### src/rtl/pkd_ser_pkg.sv
// Shared types and constants for the packed element serializer and its
// downstream deserializer partner.
package pkd_ser_pkg;

    localparam int unsigned D0     = 3;
    localparam int unsigned D1     = 2;
    localparam int unsigned D2     = 3;
    localparam int unsigned ELEM_W = 3;
    localparam int unsigned N_ELEM = D0 * D1 * D2;
    localparam int unsigned IDX_W  = $clog2(N_ELEM);
    localparam int unsigned WORD_W = N_ELEM * ELEM_W;

    typedef logic [ELEM_W-1:0] elem_t;
    typedef logic [D0-1:0][D1-1:0][D2-1:0][ELEM_W-1:0] pword_t;

    typedef enum logic [0:0] {
        IDLE,
        SEND
    } state_t;

    // Leftmost (most significant) element of a packed word.
    function automatic elem_t head_elem(input pword_t w);
        return w[D0-1][D1-1][D2-1];
    endfunction

    // Drop the leftmost element and pull zeros in at the right.
    function automatic pword_t shift_out(input pword_t w);
        logic [WORD_W-1:0] flat;
        flat = w;
        return flat << ELEM_W;
    endfunction

endpackage

### src/rtl/pkd_idx_counter.sv
// Modulo-N element index counter. clr has priority over inc; wrap pulses in
// the cycle an increment takes the count from N-1 back to 0.
module pkd_idx_counter #(
    parameter int unsigned N = 18,
    parameter int unsigned W = $clog2(N)
) (
    input  logic         clk,
    input  logic         rst_n,
    input  logic         inc,
    input  logic         clr,
    output logic [W-1:0] count,
    output logic         wrap
);

    localparam logic [W-1:0] MAX = W'(N - 1);

    logic [W-1:0] count_q;
    logic         at_max;

    assign at_max = (count_q == MAX);
    assign wrap   = inc && !clr && at_max;
    assign count  = count_q;

    // Count with synchronous reset; clear wins over increment.
    always_ff @(posedge clk) begin
        if (!rst_n) begin
            count_q <= '0;
        end else if (clr) begin
            count_q <= '0;
        end else if (inc) begin
            count_q <= at_max ? '0 : count_q + W'(1);
        end
    end

    a_count_in_range: assert property (@(posedge clk) disable iff (!rst_n) count_q <= MAX)
        else $error("index counter out of range");

endmodule

### src/rtl/packed_elem_serializer.sv
// Packed word to element stream serializer.
// Takes one N_ELEM*ELEM_W word on the in_* handshake and emits its elements,
// leftmost (MSB) first, on the out_* handshake with index and last flag.
// Optional: define PKD_PARITY_EN to add out_par, the even parity of out_data.
module packed_elem_serializer
    import pkd_ser_pkg::*;
(
    input  logic              clk,
    input  logic              rst_n,
    input  logic              in_valid,
    output logic              in_ready,
    input  logic [WORD_W-1:0] in_data,
    output logic              out_valid,
    input  logic              out_ready,
    output logic [ELEM_W-1:0] out_data,
    output logic [IDX_W-1:0]  out_idx,
    output logic              out_last,
    input  logic              flush
`ifdef PKD_PARITY_EN
    ,
    output logic              out_par
`endif
);

    state_t           state_q;
    pword_t           shreg_q;
    pword_t           shreg_d;
    logic [IDX_W-1:0] idx;
    logic             idx_wrap;
    logic             sending;
    logic             at_last;
    logic             xfer;
    logic             last_xfer;
    logic             load;
    logic             idx_clr;

    assign sending   = (state_q == SEND);
    assign at_last   = (idx == IDX_W'(N_ELEM - 1));
    // Flush wins over the output handshake: the element is not transferred.
    assign xfer      = sending && out_ready && !flush;
    assign last_xfer = xfer && at_last;
    // Ready in IDLE, and also while the last element leaves, so words can
    // follow each other without a bubble. Flush always blocks a load.
    assign in_ready  = !flush && (!sending || last_xfer);
    assign load      = in_valid && in_ready;
    assign idx_clr   = load || (sending && flush);

    assign out_valid = sending;
    assign out_data  = head_elem(shreg_q);
    assign out_idx   = idx;
    assign out_last  = sending && at_last;

    pkd_idx_counter #(
        .N (N_ELEM),
        .W (IDX_W)
    ) u_idx_counter (
        .clk   (clk),
        .rst_n (rst_n),
        .inc   (xfer),
        .clr   (idx_clr),
        .count (idx),
        .wrap  (idx_wrap)
    );

    // Next shift register contents: load, clear on flush, or shift on transfer.
    always_comb begin
        shreg_d = shreg_q;
        if (load) begin
            shreg_d = in_data;
        end else if (sending && flush) begin
            shreg_d = '0;
        end else if (xfer) begin
            shreg_d = shift_out(shreg_q);
        end
    end

    // Control FSM and datapath registers.
    always_ff @(posedge clk) begin
        if (!rst_n) begin
            state_q <= IDLE;
            shreg_q <= '0;
        end else begin
            shreg_q <= shreg_d;
            unique case (state_q)
                IDLE: begin
                    if (load) begin
                        state_q <= SEND;
                    end
                end
                SEND: begin
                    if (flush) begin
                        state_q <= IDLE;
                    end else if (last_xfer && !load) begin
                        state_q <= IDLE;
                    end
                end
                default: state_q <= IDLE;
            endcase
        end
    end

`ifdef PKD_PARITY_EN
    logic par_q;

    // Parity of the element that will be on out_data next cycle.
    always_ff @(posedge clk) begin
        if (!rst_n) begin
            par_q <= 1'b0;
        end else begin
            par_q <= ^head_elem(shreg_d);
        end
    end

    assign out_par = par_q;
`endif

    a_wrap_only_on_last: assert property (@(posedge clk) disable iff (!rst_n)
        idx_wrap |-> out_last)
        else $error("index wrapped without out_last");

    a_stall_stable: assert property (@(posedge clk) disable iff (!rst_n)
        (out_valid && !out_ready && !flush) |=>
            (out_valid && $stable(out_data) && $stable(out_idx)))
        else $error("output changed while stalled");

endmodule

### config.mk
export PLATFORM = sky130hd
export DESIGN_NAME = packed_elem_serializer
export DESIGN_NICKNAME = d
export VERILOG_FILES = /design/src/rtl/pkd_ser_pkg.sv /design/src/rtl/pkd_idx_counter.sv /design/src/rtl/packed_elem_serializer.sv
export SDC_FILE = /design/constraint.sdc
export NUM_CORES = 1
export LEC_CHECK = 0
export BUFFER_PORTS_ARGS = -buffer_cell sky130_fd_sc_hd__buf_2
export CORE_ASPECT_RATIO = 0.7
export CORE_MARGIN = 3
export CORE_UTILIZATION = 56
export CTS_CLUSTER_DIAMETER = 150
export DETAILED_ROUTE_END_ITERATION = 8
export HOLD_SLACK_MARGIN = 0.05
export PLACE_DENSITY = 0.84
export SKIP_CTS_REPAIR_TIMING = 1
export SYNTH_ARGS = -nofsm -noshare
export SYNTH_HDL_FRONTEND = slang
export SYNTH_HIERARCHICAL = 1
export SYNTH_SLANG_ARGS = --single-unit
### constraint.sdc
create_clock -name clk -period 3 [get_ports clk]
set_input_delay 0.3 -clock clk [delete_from_list [all_inputs] [get_ports clk]]
set_output_delay 0.3 -clock clk [all_outputs]
set_load 0.05 [all_outputs]
==> results of run 1 <==
## layer usage
layer,GRT usage,wire [um],vias to the layer above
met5,0,0,-
met4,0.04981,14,0
met3,0.1033,483,4
met2,0.3167,2612,72
met1,0.3043,2796,996
li1,-,-,1049
## cells in the final DEF (no fill, tap or decap), drive strengths merged, types with 3 or more instances in the layout
| cell | instances |
|---|---|
| a21oi | 4 |
| a222oi | 9 |
| a22o | 78 |
| a22oi | 3 |
| buf | 71 |
| clkbuf | 12 |
| dfxtp | 60 |
| nand2 | 4 |
| nor2 | 9 |
| nor2b | 14 |
| nor3b | 5 |
| o32ai | 3 |
| xor2 | 3 |
## final timing paths
path	slack (ns)	startpoint	end	cells past startpoint
hold reg to reg	0.52	out_data[0]	out_data[0]	2
hold / removal	0.17	in_data[24]	shreg_q[24]	2
setup / recovery	0.83	u_idx_counter/count[0]	shreg_q[41]	4
setup reg to reg	0.83	u_idx_counter/count[0]	shreg_q[41]	4
## per-stage QoR
stage / hold slack [ns] / std cells / total power [mW]
CTS: 0.1550 / 353 / 1.903
floorplan: 0.4255 / 238 / 1.006
global placement: 0.5049 / 338 / 1.062
finish: 0.1696 / 353 / 1.886
detailed placement: 0.5086 / 338 / 1.068
global route: 0.1581 / 353 / 1.965
## flip-flops by register name (all words and copies together) (netlist names)
register / flops
out_valid: 1
u_idx_counter/count: 5
out_data: 3
shreg_q: 51
## layout make-up
type                            instances  area [sq um]
Inverter                                2         7.507
Fill cell                             338          1276
Timing Repair Buffer                   71         360.3
Clock buffer                           12         165.2
Tap cell                               55         68.82
Sequential cell                        60          1201
Clock inverter                          3         68.82
Multi-Input combinational cell        150          1256
## power breakdown
group	internal [mW]	switching [mW]	total, mW	leakage [nW]
logic	0.0899	0.105	0.195	0.757
clock network	0.532	0.302	0.834	0.119
registers	0.834	0.0224	0.857	0.489
==> key figures, run 1 <==
Outcome
  • Outcome: completed

Logic synthesis
  • Cell count after synthesis: 238
  • YS warnings: 6
  • Synthesized area: 2609 sq um
  • Post-Syn Nets: 299
  • Syn avg cell area: 10.96 sq um

Global route
  • First-pass GRT wire length: 9577 um
  • Initial antenna violation count: 0
  • Vias in the first global route: 2008
  • Grt ovf: 0
  • GR Util All Layers: 0.2218
  • Largest net degree at the start of global routing: 52

Timing
  • Final worst slack: 0.8258 ns
  • Minimum clock period: 2.174 ns
  • Fmax achieved: 459.9 MHz
  • Setup_tns: 0 ns
  • Slew Limit Fails: 0
  • Worst slew pin tran: 1.116 ns
  • Final setup viols: 0
  • RSZ-0062 raised after global routing: false
  • Worst relative slew slack: 0.2542
  • Setup Skew: 0.008719 ns
  • Fin crit share: 0.7247
  • Hold Violations, Final: 0

Route
  • DRC errors left: 0
  • Post-Route WL: 5907 um
  • Post-DRT Antenna Nets: 0
  • Pre-antenna DRT Iters: 7
  • Iter 0 DRT Violations: 157
  • Via count: 2121
  • Routed wire per std cell: 16.73 um
  • Vias per inst: 6.008

Layout
  • Post-route cell area: 3128 sq um
  • Ratio of cells with drive above 1 in the final layout: 0.3154
  • Final #Nets: 355
  • Utilization after layout: 0.7102
  • Area growth syn-to-layout: 19.90%
  • Ant. Diodes: 0

Floorplan
  • Die Area: 5527 sq um
  • Ports: 70
  • Die width: 87.58 um
  • Chip height: 63.11 um
  • Initial Util: 0.5923
  • FP Rows: 20
  • CORE AREA: 4404 sq um

Clocking
  • Later-pin clock latency in the skew report: 0.34 ns
  • Clk buf depth: 2
  • Num Clock Sinks: 60
  • H-tree lvl count: 3
  • TritonCTS buffer count: 9
  • CTS tree: yes
  • Clk pin slew, worst setup/hold paths: 0.07 ns
  • Root Buffer: clkbuf_8

Setup path
  • Critical Path Max Stage Delay: 0.52 ns
  • Worst Setup Start Kind: register
  • Crit path kind: register to register
  • CP Max Fanout: 39
  • Cells along the critical path: nor4b_4 > a41o_1 > and2_4 > a22o_1
  • Worst Path Required: 3.28 ns
  • WP buf/inv: 0
  • Slowest-stage cell, CP: a41o_1
  • CP Capture Type: register
  • Arrival time worst endpoint: 2.45 ns
  • Delay-heaviest family, CP: simple AND/OR/NAND/NOR gates

Power
  • Power Density: 602.9 nW/um^2
  • LEAKAGE: 1.365 nW
  • Maximum vdd drop: 0.5101 mV

Place
  • HPWL Detailed: 3850 um
  • Pre-CTS setup slack: 0.8417 ns
  • Routability cong.: 0.8115
  • PortBufs: 69
  • Post-DP Area: 2894 sq um

Hold path
  • Worst hold path type: input port to register

Flow run
  • Max Cap Viol: 0
(Power assumes the default switching activity.)
==> run 2: changes to the inputs <==
--- a/config.mk
+++ b/config.mk
@@ -5,14 +5,15 @@
 export SDC_FILE = /design/constraint.sdc
 export NUM_CORES = 1
 export LEC_CHECK = 0
+export ABC_AREA = 1
 export BUFFER_PORTS_ARGS = -buffer_cell sky130_fd_sc_hd__buf_2
 export CORE_ASPECT_RATIO = 0.7
 export CORE_MARGIN = 3
-export CORE_UTILIZATION = 56
+export CORE_UTILIZATION = 55
 export CTS_CLUSTER_DIAMETER = 150
 export DETAILED_ROUTE_END_ITERATION = 8
 export HOLD_SLACK_MARGIN = 0.05
-export PLACE_DENSITY = 0.84
+export PLACE_DENSITY = 0.8
 export SKIP_CTS_REPAIR_TIMING = 1
 export SYNTH_ARGS = -nofsm -noshare
 export SYNTH_HDL_FRONTEND = slang
==> constraint.sdc (replaced) <==
create_clock -name clk -period 2.2 [get_ports clk]
set_input_delay 0.22 -clock clk [delete_from_list [all_inputs] [get_ports clk]]
set_output_delay 0.22 -clock clk [all_outputs]
set_load 0.05 [all_outputs]
==> run 2 against run 1 <==
- combinational power is 100% higher
- worst hold slack worse by 0.039 ns
- clock skew is 0.0039 ns lower
- critical path depth is 4 higher
- largest cell class unchanged
- routed wire length is 60% higher
- cell count is 98% higher
- count of clock-buffer cells in the layout is 1 higher
- synthesized area is 34% higher
- sequential cell count stayed put
- register-to-register slack worse by 0.50 ns
- clock power is 4.6% higher
==> key figures, run 2 <==
Global route
  • Grt ovf: 0
  • Initial antenna violation count: 0
  • Vias in the first global route: 3526
  • GR Util All Layers: 0.2642
  • First-pass GRT wire length: 15750 um
  • Largest net degree at the start of global routing: 50

Place
  • HPWL Detailed: 5843 um
  • PortBufs: 69
  • Pre-CTS setup slack: 0.2520 ns
  • Routability cong.: 0.8211

Timing
  • Final worst slack: 0.1497 ns
  • Hold Violations, Final: 0
  • Worst relative slew slack: 0.6330
  • Fmax achieved: 487.7 MHz
  • Fin crit share: 0.9320
  • Slew Limit Fails: 0
  • Setup Skew: 0.004833 ns
  • RSZ-0062 raised after global routing: false
  • Final setup viols: 0
  • Minimum clock period: 2.050 ns
  • Worst slew pin tran: 0.5504 ns

Setup path
  • Critical Path Max Stage Delay: 0.38 ns
  • CP Capture Type: output pin
  • Cells along the critical path: nand2_1 > nor2_4 > nand3_1 > nand2_2 > buf_8 > nand2_1 > inv_1 > clkbuf_4
  • Crit path kind: register to output pin
  • Slowest-stage cell, CP: dfxtp_2
  • Stages on the worst setup path: 8
  • Delay-heaviest family, CP: simple AND/OR/NAND/NOR gates
  • CP Max Fanout: 26
  • Arrival time worst endpoint: 1.83 ns
  • Most used cell, CP: nand2_1
  • FF-to-FF path depth: 9
  • Worst Path Required: 1.98 ns
  • WP buf/inv: 3
  • Worst Setup Start Kind: register

Power
  • LEAKAGE: 1.743 nW
  • Maximum vdd drop: 0.3383 mV
  • Power Density: 597.1 nW/um^2

Floorplan
  • Die width: 101.3 um
  • FP Rows: 23
  • Chip height: 72.70 um
  • Initial Util: 0.5897
  • Die Area: 7364 sq um
  • CORE AREA: 5928 sq um
  • Ports: 70

Layout
  • Max reg flops: 51
  • Area growth syn-to-layout: 15.60%
  • Most flops, register: shreg_q
  • Most frequent cells in the layout: nand2_1 (162), buf_2 (68), nor2_1 (64), inv_1 (61), dfxtp_1 (58)
  • Ant. Diodes: 0
  • Utilization after layout: 0.6817
  • Commonest non-fill, non-tap cell in the layout: nand2_1
  • Fillers: 528
  • Area occupied by multi-input gates: 1856 sq um
  • Final #Nets: 682
  • Ratio of cells with drive above 1 in the final layout: 0.1776
  • Reg area: 1204 sq um

Logic synthesis
  • Post-Syn Nets: 634
  • Synthesized area: 3496 sq um
  • YS warnings: 6
  • Cell count after synthesis: 573
  • Syn avg cell area: 6.101 sq um

Route
  • Pre-antenna DRT Iters: 5
  • Post-Route WL: 9468 um
  • DRT met1 WL: 4336 um
  • Vias per inst: 5.454
  • Max layer used: met4
  • Via count: 3818
  • Routed wire per std cell: 13.53 um
  • Post-DRT Antenna Nets: 0
  • Iter 0 DRT Violations: 362
  • DR WL met3: 615 um
  • Met2 WL: 4439 um
  • DRC errors left: 0

Clocking
  • Clk pin slew, worst setup/hold paths: 0.06 ns
  • Root Buffer: clkbuf_8
  • H-tree lvl count: 3
  • CTS tree: yes
  • Later-pin clock latency in the skew report: 0.33 ns
  • TritonCTS buffer count: 9
  • Clk buf depth: 2
  • Num Clock Sinks: 60

Hold path
  • Hold Path Depth: 3
  • Worst hold path type: input port to register

Outcome
  • Outcome: completed

Flow run
  • Max Cap Viol: 0
run 2: cell types whose count changed in the layout (fill, tap and decap cells not counted), moves of 4 or more:
cell	delta
nor2b_1	-14
inv_1	+59
a21oi_1	+48
a222oi_1	-9
nand4_1	+46
a22o_1	-78
nor2_1	+56
buf_4	+14
nand3_1	+53
nand2_2	+4
nor3b_1	-4
nand2_1	+158
run 2: path summary, 6_finish.rpt:
kind                     from  slack [ns]          end
setup / recovery    out_valid        0.15     in_ready
hold / removal     in_data[0]        0.13   shreg_q[0]
setup reg to reg    out_valid        0.33  shreg_q[49]
hold reg to reg   shreg_q[43]        0.49  shreg_q[43]
run 2: area by class of cell:
| cell class | instances | area share |
|---|---|---|
| tap | 75 | 0.02322 |
| multi-input combinational | 401 | 0.4591 |
| clock inverter | 2 | 0.002477 |
| timing repair buffer | 86 | 0.1195 |
| sequential | 60 | 0.2978 |
| clock buffer | 13 | 0.03932 |
| inverter | 63 | 0.05851 |
run 2: metal layers:
metal	track usage	vias up
met5	0	-
met4	0.07375	0
met1	0.3395	1748
met2	0.4449	130
li1	-	1929
met3	0.06399	11
run 2: metrics by stage:
step                      std cells  power, mW  TNS, ns  cell area (sq um)  hold WS [ns]
after floorplan                 573      1.433        0               3496        0.2993
after global placement          682      1.546        0               3837        0.4619
after detailed placement        682      1.553        0               3837        0.4754
after CTS                       697      2.416  -0.1317               4006        0.1199
after global routing            700      2.522        0               4041        0.1241
final                           700      2.413        0               4041        0.1307
run 2: worst reg2reg max path, delay by kind of cell (launching register included):
family	cells	cell delay, ns
AND/OR/NAND/NOR	6	0.73
flip-flops	1	0.38
AO/OA/AOI/OAI	1	0.04
buffers and inverters	2	0.61
run 2: report_power, final:
group | internal (mW) | switching (mW)
clock | 0.461 | 0.411
sequential | 1.12 | 0.0197
combinational | 0.135 | 0.263
total | 1.72 | 0.695
